==> src/rtl/ctrl_stage_pipe.sv <==
// ctrl_stage_pipe
// Carries the 24-bit decoder control bundle through the ID/EX, EX/MEM and
// MEM/WB pipeline registers. It unpacks each stage's fields and resolves the
// write-destination register at ID. It also inserts bubbles on data hazards.
//
// Optional feature macro: CTRL_PIPE_FWD_EN
//   defined   : fwd_a/fwd_b select EX operand sources (EX/MEM before MEM/WB),
//               and only a load-use pair stalls.
//   undefined : fwd_a/fwd_b are tied to 2'b00, and any RAW against a writing
//               instruction in EX or MEM stalls. WB never stalls because the
//               register file writes before it reads.
//
// Ports
//   clk, reset                 clock, synchronous active-high reset
//   ctrl_in[23:0]              decoder control bundle for the ID instruction
//   id_valid, id_rs/rt/rd      ID instruction valid flag and register fields
//   flush                      discard the ID instruction (taken branch/jump)
//   stall_out                  hold PC and IF/ID this cycle (combinational)
//   ex_*                       EX-stage fields
//   mem_*                      MEM-stage fields
//   wb_*                       WB-stage fields
//   fwd_a, fwd_b               EX operand source for rs/rt
//                              (10 = EX/MEM, 01 = MEM/WB, 00 = register file)

module ctrl_stage_pipe (
  input  logic        clk,
  input  logic        reset,
  input  logic [23:0] ctrl_in,
  input  logic        id_valid,
  input  logic [4:0]  id_rs,
  input  logic [4:0]  id_rt,
  input  logic [4:0]  id_rd,
  input  logic        flush,
  output logic        stall_out,
  output logic        ex_valid,
  output logic [2:0]  ex_alu_op,
  output logic [1:0]  ex_s0_s2,
  output logic        ex_jal_adder,
  output logic [4:0]  ex_rs,
  output logic [4:0]  ex_rt,
  output logic [4:0]  ex_dest,
  output logic        mem_valid,
  output logic        mem_rw,
  output logic        mem_enable,
  output logic [1:0]  mem_size,
  output logic        mem_se,
  output logic        mem_mux,
  output logic [4:0]  mem_dest,
  output logic        mem_regwrite,
  output logic        wb_valid,
  output logic        wb_load,
  output logic        wb_memtoreg,
  output logic        wb_lo_en,
  output logic        wb_regwrite,
  output logic        wb_hi_en,
  output logic [4:0]  wb_dest,
  output logic [1:0]  fwd_a,
  output logic [1:0]  fwd_b
);

  // Only the bits a later stage still needs are carried forward.
  logic [23:0] ex_ctrl;
  logic [10:0] mem_ctrl;
  logic [4:0]  wb_ctrl;
  logic [4:0]  id_dest;
  logic        ex_regwrite;
  logic        hazard;
  logic        bubble;

  // These bits drive datapath muxes outside this block, so they are not used here.
  logic unused_ex_bits;
  assign unused_ex_bits = ^{ex_ctrl[23:22], ex_ctrl[20:16]};

  // Destination 00 resolves to r0. That suppresses regwrite everywhere downstream.
  always_comb begin
    id_dest = 5'd0;
    case (ctrl_in[19:18])
      2'b11:   id_dest = id_rd;
      2'b01:   id_dest = id_rt;
      2'b10:   id_dest = 5'd31;
      default: id_dest = 5'd0;
    endcase
  end

  assign ex_regwrite  = ex_valid  & ex_ctrl[3]  & (ex_dest  != 5'd0);
  assign mem_regwrite = mem_valid & mem_ctrl[3] & (mem_dest != 5'd0);
  assign wb_regwrite  = wb_valid  & wb_ctrl[3]  & (wb_dest  != 5'd0);

`ifdef CTRL_PIPE_FWD_EN
  assign hazard = id_valid & ex_valid & ex_ctrl[0] & ex_regwrite &
                  ((ex_dest == id_rs) | (ex_dest == id_rt));

  always_comb begin
    fwd_a = 2'b00;
    fwd_b = 2'b00;
    if (mem_regwrite && (mem_dest == ex_rs))     fwd_a = 2'b10;
    else if (wb_regwrite && (wb_dest == ex_rs))  fwd_a = 2'b01;
    if (mem_regwrite && (mem_dest == ex_rt))     fwd_b = 2'b10;
    else if (wb_regwrite && (wb_dest == ex_rt))  fwd_b = 2'b01;
  end
`else
  assign hazard = id_valid &
                  ((ex_regwrite  & ((ex_dest  == id_rs) | (ex_dest  == id_rt))) |
                   (mem_regwrite & ((mem_dest == id_rs) | (mem_dest == id_rt))));
  assign fwd_a = 2'b00;
  assign fwd_b = 2'b00;
`endif

  assign stall_out = hazard & ~flush;
  assign bubble    = flush | stall_out | ~id_valid;

  always_ff @(posedge clk) begin
    if (reset) begin
      ex_valid  <= 1'b0;
      ex_ctrl   <= '0;
      ex_rs     <= '0;
      ex_rt     <= '0;
      ex_dest   <= '0;
      mem_valid <= 1'b0;
      mem_ctrl  <= '0;
      mem_dest  <= '0;
      wb_valid  <= 1'b0;
      wb_ctrl   <= '0;
      wb_dest   <= '0;
    end else begin
      if (bubble) begin
        ex_valid <= 1'b0;
        ex_ctrl  <= '0;
        ex_rs    <= '0;
        ex_rt    <= '0;
        ex_dest  <= '0;
      end else begin
        ex_valid <= 1'b1;
        ex_ctrl  <= ctrl_in;
        ex_rs    <= id_rs;
        ex_rt    <= id_rt;
        ex_dest  <= id_dest;
      end
      // A bubble leaves zeros in these stages, so they can copy forward unconditionally.
      mem_valid <= ex_valid;
      mem_ctrl  <= ex_ctrl[10:0];
      mem_dest  <= ex_dest;
      wb_valid  <= mem_valid;
      wb_ctrl   <= mem_ctrl[4:0];
      wb_dest   <= mem_dest;
    end
  end

  assign ex_alu_op    = ex_ctrl[13:11];
  assign ex_s0_s2     = ex_ctrl[15:14];
  assign ex_jal_adder = ex_ctrl[21];

  assign mem_rw     = mem_ctrl[10];
  assign mem_enable = mem_ctrl[9];
  assign mem_size   = mem_ctrl[8:7];
  assign mem_se     = mem_ctrl[6];
  assign mem_mux    = mem_ctrl[5];

  assign wb_load     = wb_ctrl[0];
  assign wb_memtoreg = wb_ctrl[1];
  assign wb_lo_en    = wb_ctrl[2];
  assign wb_hi_en    = wb_ctrl[4];

endmodule
==> config.mk <==
export PLATFORM = sky130hd
export DESIGN_NAME = ctrl_stage_pipe
export DESIGN_NICKNAME = d
export VERILOG_FILES = /design/src/rtl/ctrl_stage_pipe.sv
export SDC_FILE = /design/constraint.sdc
export NUM_CORES = 1
export LEC_CHECK = 0
export ABC_AREA = 1
export CORE_ASPECT_RATIO = 1.5
export CORE_MARGIN = 2
export CORE_UTILIZATION = 42
export DETAILED_ROUTE_END_ITERATION = 7
export HOLD_SLACK_MARGIN = 0.06
export PLACE_DENSITY = 0.87
export SYNTH_ARGS = -nofsm -noshare
export SYNTH_HDL_FRONTEND = slang
export SYNTH_SLANG_ARGS = --single-unit
==> constraint.sdc <==
create_clock -name clk -period 1.8 [get_ports clk]
set_clock_uncertainty 0.2 [all_clocks]
set_input_delay 0.18 -clock clk [delete_from_list [all_inputs] [get_ports clk]]
set_output_delay 0.18 -clock clk [all_outputs]
set_load 0.05 [all_outputs]
==> impl_metrics.ini <==
[outcome]
status = finished with violations
failed_checks = negative setup slack

[drt]
route.detailed.drc = 0
wire_per_inst_um = 11.5
viasPerCell = 4.28
drtPass1Iterations = 4
antenna_left = 0
routed_wl_um = 5440
drt_iter0_drc = 41
num_vias = 2029

[final_layout]
num-fill-cells = 430
diodes = 0
fin_util_pct = 67.4
fin_area_mm2 = 0.00348
area_growth_pct = 54.6
drive_above_1_share_pct = 28.8
nets = 444

[sta]
whs_ps = 166
setup_viol = 1
fmax_mhz = 509
maxSlewViolCount = 0
hold_viol = 0
min_period_over_period_pct = 109
finalCriticalPeriod_ps = 1960
finalWorstSetupSlack_ps = -164
rsz0062_at_grt = true
tns_ps = -164

[yosys]
yosysWarnings = 0
syn_avg_cell_area_um2 = 7.60
synth_cells = 296
synth_area_mm2 = 0.00225
synth_seq_area_share_pct = 54.3
yosys-top-cells-area = dfxtp_1 (54%), nor2_1 (12%), inv_1 (11%)
synth.largest_area_cell = dfxtp_1
synth_seq_cells = 61
synth_top_area_share_pct = 54.3
synth_cell_types = 20

[setup_path]
critPathArrivalTime_ps = 1580
r2r_cells = 9
critPathCaptureType = primary output
cp_max_fo = 4
rrSetupSlack_ps = 10
reg2reg_from = mem_dest[2]
start_kind = flip-flop
cp.required_ps = 1420
reg2reg_to = ex_rs[3]
path_class = reg2out

[global_route]
grt_pass1_vias = 1887
antenna_found_initial = 0
gr-max-usage-layer = met2
use_met2_pct = 32.5
grt_start_max_net_pins = 29
overflow = 0
use_met3_pct = 2.52
track_usage_pct = 17.9
use_met1_pct = 18.9
grt_pass1_wl_um = 8150

[clock_tree]
cts_buffer_depth = 2
h-tree-depth = 3
cts_root_buf = clkbuf_8
clkTransAtPathRegs_ps = 70
cts_buffers = 9
hold_buffers = 0
cts_sinks = 61
clk_latency_ps = 330
cts_tree = done

[place]
io_buffers = 84
routabilityCongestion = 0.858
dpl.hpwl_um = 3840
placed_area_mm2 = 0.00313

[floorplanning]
io_pins = 94
chipHeight_um = 93.7
core_region_area_mm2 = 0.00516
rows = 32
initial_core_util_pct = 43.6
die_w_um = 63.8
dieArea_mm2 = 0.00597

[min_path]
hold_path_depth = 3
hold_path.startpoint = ctrl_in[4]
hold_end = ex_ctrl[4]
min_path_type = in2reg

[job]
maxCapViolCount = 0

[power_and_ir_drop]
p_per_area_mw_per_mm2 = 811
leakagePower_nw = 1.78
ir_worst_vdd_uv = 451
total_power_mw = 2.82
[sequential cells by signal (all words and copies together) (netlist names)]
register and flops:
ex_ctrl 17, ex_dest 5, ex_rs 5, ex_rt 5, ex_valid 1, mem_ctrl 11
mem_dest 5, mem_valid 1, wb_ctrl 5, wb_dest 5, wb_valid 1
[layout make-up]
cell class	count	area, um2	share of cell area, %
sequential	61	1250	36.0
clock buffer	12	155	4.46
clock inverter	4	22.5	0.647
multi-input combinational	154	723	20.8
tap	68	85.1	2.45
timing repair buffer	108	983	28.3
inverter	67	258	7.41
[worst max-delay path by stage]
stage	start	to	slack, ps	cells after the start
final	ex_dest[1]	stall_out	-160	9
after global routing	ex_dest[1]	stall_out	-250	9
after CTS	ex_dest[1]	stall_out	-120	9
after floorplan	ex_dest[1]	stall_out	-10	8
after detailed placement	id_rt[1]	stall_out	-270	10
after global placement	id_rt[1]	stall_out	-240	10
[per-stage QoR]
| stage | std cells | setup slack [ps] |
|---|---|---|
| 2_1_floorplan | 299 | -13.5 |
| 3_3_place_gp | 446 | -245 |
| 3_5_place_dp | 446 | -271 |
| 4_1_cts | 471 | -125 |
| 5_1_grt | 474 | -249 |
| 6_report | 474 | -164 |
[cell usage after synthesis]
| cell type | instances |
|---|---|
| a21oi_1 | 2 |
| buf_1 | 1 |
| buf_4 | 11 |
| buf_6 | 3 |
| clkbuf_1 | 2 |
| conb_1 | 1 |
| dfxtp_1 | 61 |
| inv_1 | 67 |
| nand2_1 | 47 |
| nand2_2 | 1 |
| nand3_1 | 9 |
| nand3_4 | 1 |
| nor2_1 | 69 |
| nor2_2 | 2 |
| nor3_1 | 2 |
| nor3_2 | 1 |
| o21ai_0 | 10 |
| or2_2 | 1 |
| xnor2_1 | 4 |
| xor2_1 | 1 |
[layer usage]
metal | up-vias | part of all wire [%]
li1 | 1044 | -
met1 | 919 | 38
met5 | - | 0
met2 | 58 | 56
met4 | 0 | 2.0
met3 | 8 | 4.4
[worst max-delay path: stages (launching register included)]
cell     delay (ps)
dfxtp_2         360
inv_2            60
nand2_2          60
nand2_2          60
a21oi_2         130
nand3_1         100
nand2_1         100
nand2_2          80
a21oi_4         170
buf_12          150
[report_power, final]
group | internal [mW] | switching, mW
Sequential | 1.37 | 0.0164
Clock | 0.567 | 0.488
Combinational | 0.167 | 0.212
Total | 2.11 | 0.717
[cells by family (layout without fill, tap and decap cells)]
kind of cell / after synthesis / count (layout) / synth area share, %
buf+inv: 84 / 191 / 16.8
xor+xnor: 5 / 5 / 1.95
compound gates: 12 / 12 / 2.67
other cells: 1 / 4 / 0.167
simple gates: 133 / 133 / 24.1
flops: 61 / 61 / 54.3
[what timing repair did]
action,CTS,global route
gates resized for setup,22,10
endpoints found under the setup margin,6,35
buffers inserted,9,0
pin swaps,13,5
cloned,0,3
[cell usage in the layout (no fill, tap or decap), drive strengths merged]
cell type	synthesis	routed
clkdlybuf4s50	0	32
a21oi	2	2
or2	1	1
nor2	71	71
dfxtp	61	61
clkinv	0	3
nand2	48	48
nand3	10	10
xor2	1	1
buf	15	64
inv	67	66
clkbuf	2	14
dlygate4sd2	0	10
xnor2	4	4
conb	1	4
clkinvlp	0	2
o21ai	10	10
nor3	3	3
No activity file was read; power rests on OpenSTA's default activity.
